[config.mk]
export PLATFORM = sky130hd
export DESIGN_NAME = algo_mrnw_1p_init_seq_flat
export DESIGN_NICKNAME = d
export VERILOG_FILES = /design/src/rtl/algo_mrnw_1p_init_seq_if.sv /design/src/rtl/algo_mrnw_1p_init_seq.sv /design/src/flat_wrapper.sv
export SDC_FILE = /design/constraint.sdc
export NUM_CORES = 1
export LEC_CHECK = 0
export CAP_MARGIN = 20
export CORE_AREA = 10 10 315 317
export CTS_CLUSTER_SIZE = 16
export DETAILED_ROUTE_END_ITERATION = 10
export DIE_AREA = 0 0 325 327
export GPL_TIMING_DRIVEN = 0
export SETUP_SLACK_MARGIN = 0.2
export SYNTH_ARGS = -nofsm -noshare
export SYNTH_HDL_FRONTEND = slang
export SYNTH_SLANG_ARGS = --single-unit
export TNS_END_PERCENT = 1
[constraint.sdc]
create_clock -name clk -period 4 [get_ports clk]
set_input_delay 0.8 -clock clk [delete_from_list [all_inputs] [get_ports clk]]
set_output_delay 0.8 -clock clk [all_outputs]
set_load 0.005 [all_outputs]
[src/rtl/algo_mrnw_1p_init_seq_if.sv]
// Core-side and T1-side bank bus of the init sequencer front-end.
// master drives the core requests and the physical read data; slave is the sequencer.
interface algo_mrnw_1p_init_seq_if #(
  parameter int NUMVBNK = 1,
  parameter int BITVROW = 13,
  parameter int PHYWDTH = 128
);
  logic [NUMVBNK-1:0]              core_writeA;
  logic [NUMVBNK-1:0][BITVROW-1:0] core_addrA;
  logic [NUMVBNK-1:0][PHYWDTH-1:0] core_dinA;
  logic [NUMVBNK-1:0][PHYWDTH-1:0] core_bwA;
  logic [NUMVBNK-1:0]              core_readB;
  logic [NUMVBNK-1:0][BITVROW-1:0] core_addrB;
  logic [NUMVBNK-1:0][PHYWDTH-1:0] core_doutB;
  logic [NUMVBNK-1:0]              t1_writeA;
  logic [NUMVBNK-1:0][BITVROW-1:0] t1_addrA;
  logic [NUMVBNK-1:0][PHYWDTH-1:0] t1_dinA;
  logic [NUMVBNK-1:0][PHYWDTH-1:0] t1_bwA;
  logic [NUMVBNK-1:0]              t1_readB;
  logic [NUMVBNK-1:0][BITVROW-1:0] t1_addrB;
  logic [NUMVBNK-1:0][PHYWDTH-1:0] t1_doutB;

  modport master (
    output core_writeA, core_addrA, core_dinA, core_bwA, core_readB, core_addrB, t1_doutB,
    input  core_doutB, t1_writeA, t1_addrA, t1_dinA, t1_bwA, t1_readB, t1_addrB
  );
  modport slave (
    input  core_writeA, core_addrA, core_dinA, core_bwA, core_readB, core_addrB, t1_doutB,
    output core_doutB, t1_writeA, t1_addrA, t1_dinA, t1_bwA, t1_readB, t1_addrB
  );
endinterface

[src/rtl/algo_mrnw_1p_init_seq.sv]
// Reset-qualified memory init sequencer in front of T1 banks: writes INITVAL to
// every row, then passes core traffic straight through once ready.
module algo_mrnw_1p_init_seq_lane #(
  parameter int                 BITVROW = 13,
  parameter int                 PHYWDTH = 128,
  parameter logic [PHYWDTH-1:0] INITVAL = '0
) (
  input  logic               run_i,
  input  logic               init_we_i,
  input  logic [BITVROW-1:0] init_row_i,
  input  logic               core_write_i,
  input  logic [BITVROW-1:0] core_addrA_i,
  input  logic [PHYWDTH-1:0] core_din_i,
  input  logic [PHYWDTH-1:0] core_bw_i,
  input  logic               core_read_i,
  input  logic [BITVROW-1:0] core_addrB_i,
  output logic               t1_write_o,
  output logic [BITVROW-1:0] t1_addrA_o,
  output logic [PHYWDTH-1:0] t1_din_o,
  output logic [PHYWDTH-1:0] t1_bw_o,
  output logic               t1_read_o,
  output logic [BITVROW-1:0] t1_addrB_o
);
  // Outside RUN only the bank being initialised sees anything non-zero.
  always_comb begin
    t1_write_o = init_we_i;
    t1_addrA_o = init_we_i ? init_row_i : '0;
    t1_din_o   = init_we_i ? INITVAL : '0;
    t1_bw_o    = {PHYWDTH{init_we_i}};
    t1_read_o  = 1'b0;
    t1_addrB_o = '0;
    if (run_i) begin
      t1_write_o = core_write_i;
      t1_addrA_o = core_addrA_i;
      t1_din_o   = core_din_i;
      t1_bw_o    = core_bw_i;
      t1_read_o  = core_read_i;
      t1_addrB_o = core_addrB_i;
    end
  end
endmodule

module algo_mrnw_1p_init_seq #(
  parameter int                 NUMVBNK  = 1,
  parameter int                 BITVBNK  = 1,
  parameter int                 NUMVROW  = 8192,
  parameter int                 BITVROW  = 13,
  parameter int                 PHYWDTH  = 128,
  parameter int                 RSTSTG   = 2,
  parameter logic [PHYWDTH-1:0] INITVAL  = '0,
  parameter int                 INITMODE = 0
) (
  input  logic clk,
  input  logic rst,
  input  logic init_req_i,
  output logic ready_o,
  output logic init_busy_o,
  output logic ovr_err_o,
  algo_mrnw_1p_init_seq_if.slave bus
);
  typedef enum logic [1:0] {ST_RST, ST_INIT, ST_RUN} state_e;

  localparam logic [BITVROW-1:0] LAST_ROW  = BITVROW'(NUMVROW - 1);
  localparam logic [BITVBNK-1:0] LAST_BANK = BITVBNK'(NUMVBNK - 1);

  logic [RSTSTG-1:0]  rst_sr_q;
  logic [RSTSTG:0]    rst_hist;
  logic               rst_int;
  state_e             state_q, state_d;
  logic [BITVROW-1:0] row_q, row_d;
  logic [BITVBNK-1:0] bank_q, bank_d;
  logic [NUMVBNK-1:0] init_we_q, init_we_d;
  logic               ready_q, ready_d;
  logic               busy_q, busy_d;
  logic               ovr_q, ovr_d;

  // Reset only counts once rst has been high for RSTSTG+1 consecutive samples.
  assign rst_hist = {rst_sr_q, rst};
  assign rst_int  = &rst_hist;

  always_ff @(posedge clk) rst_sr_q <= rst_hist[RSTSTG-1:0];

  always_comb begin
    state_d = state_q;
    row_d   = row_q;
    bank_d  = bank_q;
    ovr_d   = ovr_q;
    case (state_q)
      ST_RST: begin
        state_d = ST_INIT;
        row_d   = '0;
        bank_d  = '0;
        ovr_d   = 1'b0;
      end
      ST_INIT: begin
        if (|bus.core_writeA || |bus.core_readB) ovr_d = 1'b1;
        row_d = row_q + BITVROW'(1);
        if (row_q == LAST_ROW) begin
          row_d = '0;
          if (INITMODE == 0 || bank_q == LAST_BANK) begin
            state_d = ST_RUN;
            bank_d  = '0;
          end else begin
            bank_d = bank_q + BITVBNK'(1);
          end
        end
      end
      ST_RUN: begin
        if (init_req_i) begin
          state_d = ST_INIT;
          row_d   = '0;
          bank_d  = '0;
        end
      end
      default: state_d = ST_RST;
    endcase
    ready_d = (state_d == ST_RUN);
    busy_d  = (state_d == ST_INIT);
    for (int b = 0; b < NUMVBNK; b++)
      init_we_d[b] = busy_d && (INITMODE == 0 || bank_d == BITVBNK'(b));
  end

  always_ff @(posedge clk) begin
    if (rst_int) begin
      state_q   <= ST_RST;
      row_q     <= '0;
      bank_q    <= '0;
      init_we_q <= '0;
      ready_q   <= 1'b0;
      busy_q    <= 1'b0;
      ovr_q     <= 1'b0;
    end else begin
      state_q   <= state_d;
      row_q     <= row_d;
      bank_q    <= bank_d;
      init_we_q <= init_we_d;
      ready_q   <= ready_d;
      busy_q    <= busy_d;
      ovr_q     <= ovr_d;
    end
  end

  assign ready_o        = ready_q;
  assign init_busy_o    = busy_q;
  assign ovr_err_o      = ovr_q;
  assign bus.core_doutB = bus.t1_doutB;

  for (genvar b = 0; b < NUMVBNK; b++) begin : g_lane
    algo_mrnw_1p_init_seq_lane #(
      .BITVROW(BITVROW), .PHYWDTH(PHYWDTH), .INITVAL(INITVAL)
    ) u_lane (
      .run_i       (ready_q),
      .init_we_i   (init_we_q[b]),
      .init_row_i  (row_q),
      .core_write_i(bus.core_writeA[b]),
      .core_addrA_i(bus.core_addrA[b]),
      .core_din_i  (bus.core_dinA[b]),
      .core_bw_i   (bus.core_bwA[b]),
      .core_read_i (bus.core_readB[b]),
      .core_addrB_i(bus.core_addrB[b]),
      .t1_write_o  (bus.t1_writeA[b]),
      .t1_addrA_o  (bus.t1_addrA[b]),
      .t1_din_o    (bus.t1_dinA[b]),
      .t1_bw_o     (bus.t1_bwA[b]),
      .t1_read_o   (bus.t1_readB[b]),
      .t1_addrB_o  (bus.t1_addrB[b])
    );
  end
endmodule

[src/flat_wrapper.sv]
// flat-port wrapper written by rule: the top's interface ports become plain ports
module algo_mrnw_1p_init_seq_flat 
#(
  parameter int                 NUMVBNK  = 1,
  parameter int                 BITVBNK  = 1,
  parameter int                 NUMVROW  = 8192,
  parameter int                 BITVROW  = 13,
  parameter int                 PHYWDTH  = 128,
  parameter int                 RSTSTG   = 2,
  parameter logic [PHYWDTH-1:0] INITVAL  = '0,
  parameter int                 INITMODE = 0
)
  (clk, rst, init_req_i, ready_o, init_busy_o, ovr_err_o, bus_core_writeA, bus_core_addrA, bus_core_dinA, bus_core_bwA, bus_core_readB, bus_core_addrB, bus_t1_doutB, bus_core_doutB, bus_t1_writeA, bus_t1_addrA, bus_t1_dinA, bus_t1_bwA, bus_t1_readB, bus_t1_addrB);
  algo_mrnw_1p_init_seq_if #(.NUMVBNK(NUMVBNK), .BITVROW(BITVROW), .PHYWDTH(PHYWDTH)) bus_i ();
  input  logic clk;
  input  logic rst;
  input  logic init_req_i;
  output logic ready_o;
  output logic init_busy_o;
  output logic ovr_err_o;
  input wire logic [$bits(bus_i.core_writeA)-1:0] bus_core_writeA;
  input wire logic [$bits(bus_i.core_addrA)-1:0] bus_core_addrA;
  input wire logic [$bits(bus_i.core_dinA)-1:0] bus_core_dinA;
  input wire logic [$bits(bus_i.core_bwA)-1:0] bus_core_bwA;
  input wire logic [$bits(bus_i.core_readB)-1:0] bus_core_readB;
  input wire logic [$bits(bus_i.core_addrB)-1:0] bus_core_addrB;
  input wire logic [$bits(bus_i.t1_doutB)-1:0] bus_t1_doutB;
  output wire logic [$bits(bus_i.core_doutB)-1:0] bus_core_doutB;
  output wire logic [$bits(bus_i.t1_writeA)-1:0] bus_t1_writeA;
  output wire logic [$bits(bus_i.t1_addrA)-1:0] bus_t1_addrA;
  output wire logic [$bits(bus_i.t1_dinA)-1:0] bus_t1_dinA;
  output wire logic [$bits(bus_i.t1_bwA)-1:0] bus_t1_bwA;
  output wire logic [$bits(bus_i.t1_readB)-1:0] bus_t1_readB;
  output wire logic [$bits(bus_i.t1_addrB)-1:0] bus_t1_addrB;
  assign bus_i.core_writeA = bus_core_writeA;
  assign bus_i.core_addrA = bus_core_addrA;
  assign bus_i.core_dinA = bus_core_dinA;
  assign bus_i.core_bwA = bus_core_bwA;
  assign bus_i.core_readB = bus_core_readB;
  assign bus_i.core_addrB = bus_core_addrB;
  assign bus_i.t1_doutB = bus_t1_doutB;
  assign bus_core_doutB = bus_i.core_doutB;
  assign bus_t1_writeA = bus_i.t1_writeA;
  assign bus_t1_addrA = bus_i.t1_addrA;
  assign bus_t1_dinA = bus_i.t1_dinA;
  assign bus_t1_bwA = bus_i.t1_bwA;
  assign bus_t1_readB = bus_i.t1_readB;
  assign bus_t1_addrB = bus_i.t1_addrB;
  algo_mrnw_1p_init_seq #(.NUMVBNK(NUMVBNK), .BITVBNK(BITVBNK), .NUMVROW(NUMVROW), .BITVROW(BITVROW), .PHYWDTH(PHYWDTH), .RSTSTG(RSTSTG), .INITVAL(INITVAL), .INITMODE(INITMODE)) u_core (.clk(clk), .rst(rst), .init_req_i(init_req_i), .ready_o(ready_o), .init_busy_o(init_busy_o), .ovr_err_o(ovr_err_o), .bus(bus_i));
endmodule
Word level (Yosys, flattened, before mapping):

Cells that the tools add are included.

* flip-flop bits (word level): 20
* input bits: 415
* word-level logic and storage cells: 36

* add/subtract/negate cells: 1
* equal/unequal tests: 7
* mux-type cells: 15
* reduce and logical (&&, ||, !) cells: 7

Operators with widths (count)
* $mux 128: 2
* $mux 13: 5
* $pmux 13 s3: 1
* $add 13x1->13 const B: 1
* $eq 13x13->1 const B: 1
* $pmux 2 s3: 1
* $eq 2x1->1 const B: 2
* $eq 2x2->1 const B: 2
* $mux 2: 2
* $reduce_and 2->1: 2
* $mux 1: 3
* $reduce_and 3->1: 1
* $reduce_bool 3->1: 1
* $logic_not 2->1: 1
* $ne 2x1->1 const B: 1
* $ne 2x2->1 const B: 1
* $pmux 1 s2: 1
* $reduce_bool 2->1: 1
* $logic_or 1x1->1: 1

Longest topological paths before layout:

* depth in word-level cells: 4
* depth in mapped cells: 7

By module:

Synthesis repeated with hierarchy kept, for this count alone.

* cell total of the unflattened synthesis: 699
* area, all modules: 4224.1 sq um

Modules (own cells, without submodules)
* algo_mrnw_1p_init_seq_lane: instances 1, cells an instance 466, area each 2319.7 sq um, sequential area each 0.0 sq um
* algo_mrnw_1p_init_seq: instances 1, cells an instance 233, area each 1904.3 sq um, sequential area each 400.4 sq um

Least setup slack after synthesis:

OpenSTA, ideal clock, no wires.

* kind: register to output
* from: reg u_core.ready_q (netlist: u_core.ready_o)
* to: out bus_t1_addrA[0]
* arrival: 1.185 ns
* required time: 3.200 ns
* setup slack: 2.015 ns
* stages on the path, launching flop included: 6
* path buffers: 3
* path through: dfxtp_1 buf_2 clkbuf_1 buf_1 nand2_1 o21ai_0

* longest elaborated chain between the ends: 1

RTL lines
* from (decl): line algo_mrnw_1p_init_seq.sv:73 `logic ready_q, ready_d;`
* from (signal assigned): line algo_mrnw_1p_init_seq.sv:137 `ready_q <= ready_d;`
* $mux 13: line algo_mrnw_1p_init_seq.sv:32 `if (run_i) begin`
* to (decl): line flat_wrapper.sv:30 `output wire logic [$bits(bus_i.t1_addrA)-1:0] bus_t1_addrA;`

Every way passes these cells.

Worst setup path in the final report:

* from: reg u_core.ready_q (netlist: u_core.ready_o)
* to: out bus_t1_bwA[98]

* longest elaborated chain between the ends: 1

RTL lines
* $mux 128: line algo_mrnw_1p_init_seq.sv:32
* to (decl): line flat_wrapper.sv:32 `output wire logic [$bits(bus_i.t1_bwA)-1:0] bus_t1_bwA;`

Every way passes these cells.

==> summary.txt <==
Run status
  • Status: completed

Power
  • Logic gate share of total power: 0.630
  • Clock power share: 0.196
  • Sw Share: 0.308
  • Pwr Density: 112 nW/µm²
  • Leakage: 4.56 nW
  • Total power: 1.45 mW
  • Peak VDD IR: 163 µV
  • Net switching power: 446 µW
  • Sequential Power Share: 0.174
  • Int Power: 1.00 mW

Clocking
  • Clock tree root buffer cell: clkbuf_16
  • Post-CTS setup buffer count: 0
  • Post-cts sizing count: 9
  • CTS Buffer Depth: 2
  • Clk sinks: 20
  • CTS Buf Count: 3
  • CTS Hold Buffers Added: 0
  • H-tree levels: 1
  • TritonCTS clock tree: built
  • Clk_lat worst skew: 0.26 ns
  • Worst-path clk slew: 0.06 ns

Floorplan
  • Rows: 112
  • I/O pin total: 830
  • Initial Utilization: 0.0448
  • DIE WIDTH: 325 µm
  • Placeable Area: 92800 µm²
  • Die Ht: 327 µm
  • Total die area: 106000 µm²

Timing
  • TNS Setup: 0 ns
  • Max Clock Freq: 280 MHz
  • RSZ-0062 raised after global routing: no
  • Rel. slew slack: 0.544
  • Hold Vio Cnt, Final: 0
  • Final Max Tran Viols: 0
  • Period minus WS final: 3.57 ns
  • Setup violations, final: 0
  • Setup slack after layout: 0.431 ns
  • Clock Skews: 0.00298 ns
  • Crit share post-route: 0.892
  • Hold_ws: 0.367 ns
  • Worst-margin pin slew: 0.681 ns

Worst setup path
  • CP max FO: 10
  • Setup crit start kind: register
  • Worst Path Required: 3.20 ns
  • Crit-path cells: clkbuf_4 > clkbuf_2 > clkbuf_1 > nand2_1 > nand2_1 > clkdlybuf4s50_1
  • Critical Path Most Common Cell: nand2_1
  • Crit path largest cell delay: 0.68 ns
  • CP max-delay cell: clkdlybuf4s50_1
  • Worst Setup End Kind: output pin
  • Crit path buffers/inverters: 4
  • Arrival time worst endpoint: 2.77 ns
  • Family with the most delay on the worst path: buffers and inverters
  • Crit path kind: reg2out

Drt
  • Initial DRC count: 509
  • Wire length on met1: 32.1 mm
  • Post-Route WL: 81.1 mm
  • Highest metal used: met5
  • DR WL/cell: 30.2 µm
  • Via count: 7883
  • Metal3 WL: 11.0 mm
  • Routed Antenna Nets: 0
  • WL met2: 36.3 mm
  • Pre-antenna DRT Iters: 5
  • Via density: 2.93
  • DRC: 0

Global route
  • Largest net degree at the start of global routing: 13
  • First-pass GRT wire length: 99.0 mm
  • Vias in the first global route: 8176
  • Remaining global-route overflow: 0
  • Gr usage total: 0.143
  • Antenna violations before repair: 65

Synthesis
  • Most frequent cells after synthesis: nand2_1 (293), and2_1 (142), buf_4 (129)
  • Synth area leaders: nand2_1 (26%), buf_4 (23%), and2_1 (21%)
  • Average size of a mapped cell: 5.73 µm²
  • Ys async rst share: 0
  • Primary FF master, synth: dfxtp_1
  • Post-synthesis register bit count: 20
  • Most common cell in the netlist: nand2_1
  • Number of flops mapped to enable cells by yosys: 0
  • Synth Net Count: 1141
  • Synthesized area: 4150 µm²
  • Syn Inst Count: 725
  • Sequential share of the synthesized area: 0.0964
  • Library cells used by synthesis: 37
  • Syn. warnings: 0
  • Yosys top cell area share: 0.265
  • Yosys top cell by area: nand2_1

Final layout
  • Final core utilization: 0.139
  • Nets: 1848
  • Finished Layout Cells: 2689
  • Fillcell total: 10740
  • Final Cell Area: 12900 µm²
  • Fraction of layout cells with a size suffix above 1: 0.115
  • Area Growth Syn to Fin: 210%

Job
  • Max Cap Violations: 0

Place
  • Setup slack after placement: -0.0800 ns
  • GP Congestion: 0.909
  • DP HPWL: 76.2 mm
  • I/O Buffers: 701
  • Placed cells: 2681
  • DP Area: 12800 µm²

Hold path
  • Worst hold path type: reg2reg
## kinds of logic after synthesis
| kind of cell | share of synthesized area |
|---|---|
| flip-flops | 0.0964 |
| adder cells (fa/ha/maj) | 0.00301 |
| buffers and inverters | 0.295 |
| AND/OR/NAND/NOR | 0.545 |
| AO/OA/AOI/OAI | 0.0521 |
| XOR/XNOR | 0.00633 |
| multiplexers | 0.00241 |
## state kept, by name, indices dropped and copies added, names as in the netlist
signal / cells
u_core.ready_o: 1
u_core.ovr_err_o: 1
u_core.rst_sr_q: 2
u_core.state_q: 2
u_core.init_we_q: 1
u_core.row_q: 13
## cell type report
type	instances	area, µm²	share of cell area
timing repair buffer	702	7030	0.545
multi-input combinational	518	2530	0.196
tap	1254	1570	0.122
buffer	181	1220	0.0948
sequential	20	400	0.0311
clock buffer	3	75.1	0.00583
clock inverter	1	30.0	0.00233
inverter	6	22.5	0.00175
antenna	4	10.0	0.000777
## path summary, 6_finish.rpt
path,from,to,cells past startpoint,slack (ns)
setup reg to reg,u_core.row_q[0],u_core.row_q[4],6,2.21
setup / recovery,u_core.ready_o,bus_t1_bwA[98],6,0.43
hold reg to reg,u_core.rst_sr_q[0],u_core.rst_sr_q[1],0,0.37
hold / removal,u_core.rst_sr_q[0],u_core.rst_sr_q[1],0,0.37
## cells in the final DEF (no fill, tap or decap), drive strengths merged
cell and n:
clkdlybuf4s50 701, nand2 293, buf 146, and2 142, clkbuf 38, dfxtp 20, o21ai 18, nor2 8
a31oi 7, nand4 7, inv 6, nand3 6, diode 4, nand2b 4, a21oi 4, nor3 4
and3 3, xor2 3, o22ai 3, nand3b 3, and4 3, o21a 2, clkdlybuf4s15 1, nor2b 1
o221a 1, mux2i 1, or3 1, a32oi 1, or3b 1, o2111ai 1, ha 1, bufinv 1
## power groups by stage
| stage | clock [mW] | combinational (mW) | sequential (mW) |
|---|---|---|---|
| after floorplan | 0 | 0.205 | 0.244 |
| after global placement | 0 | 0.928 | 0.256 |
| after detailed placement | 0 | 0.927 | 0.256 |
| after CTS | 0.289 | 0.933 | 0.252 |
| after global routing | 0.302 | 0.972 | 0.255 |
| final | 0.284 | 0.913 | 0.252 |
## layer usage
layer / GRT usage / up-vias
met5: 0 / -
met4: 0.0181 / 68
met3: 0.0877 / 112
met2: 0.229 / 577
met1: 0.165 / 3614
li1: - / 3512
## worst register-to-register path: cells and delay by family (launching register included)
family,cells,cell delay (ns)
flip-flops,1,0.44
buffers and inverters,1,0.15
AO/OA/AOI/OAI,1,0.15
adder cells (fa/ha/maj),1,0.26
AND/OR/NAND/NOR,3,0.67
(Power assumes the default switching activity.)
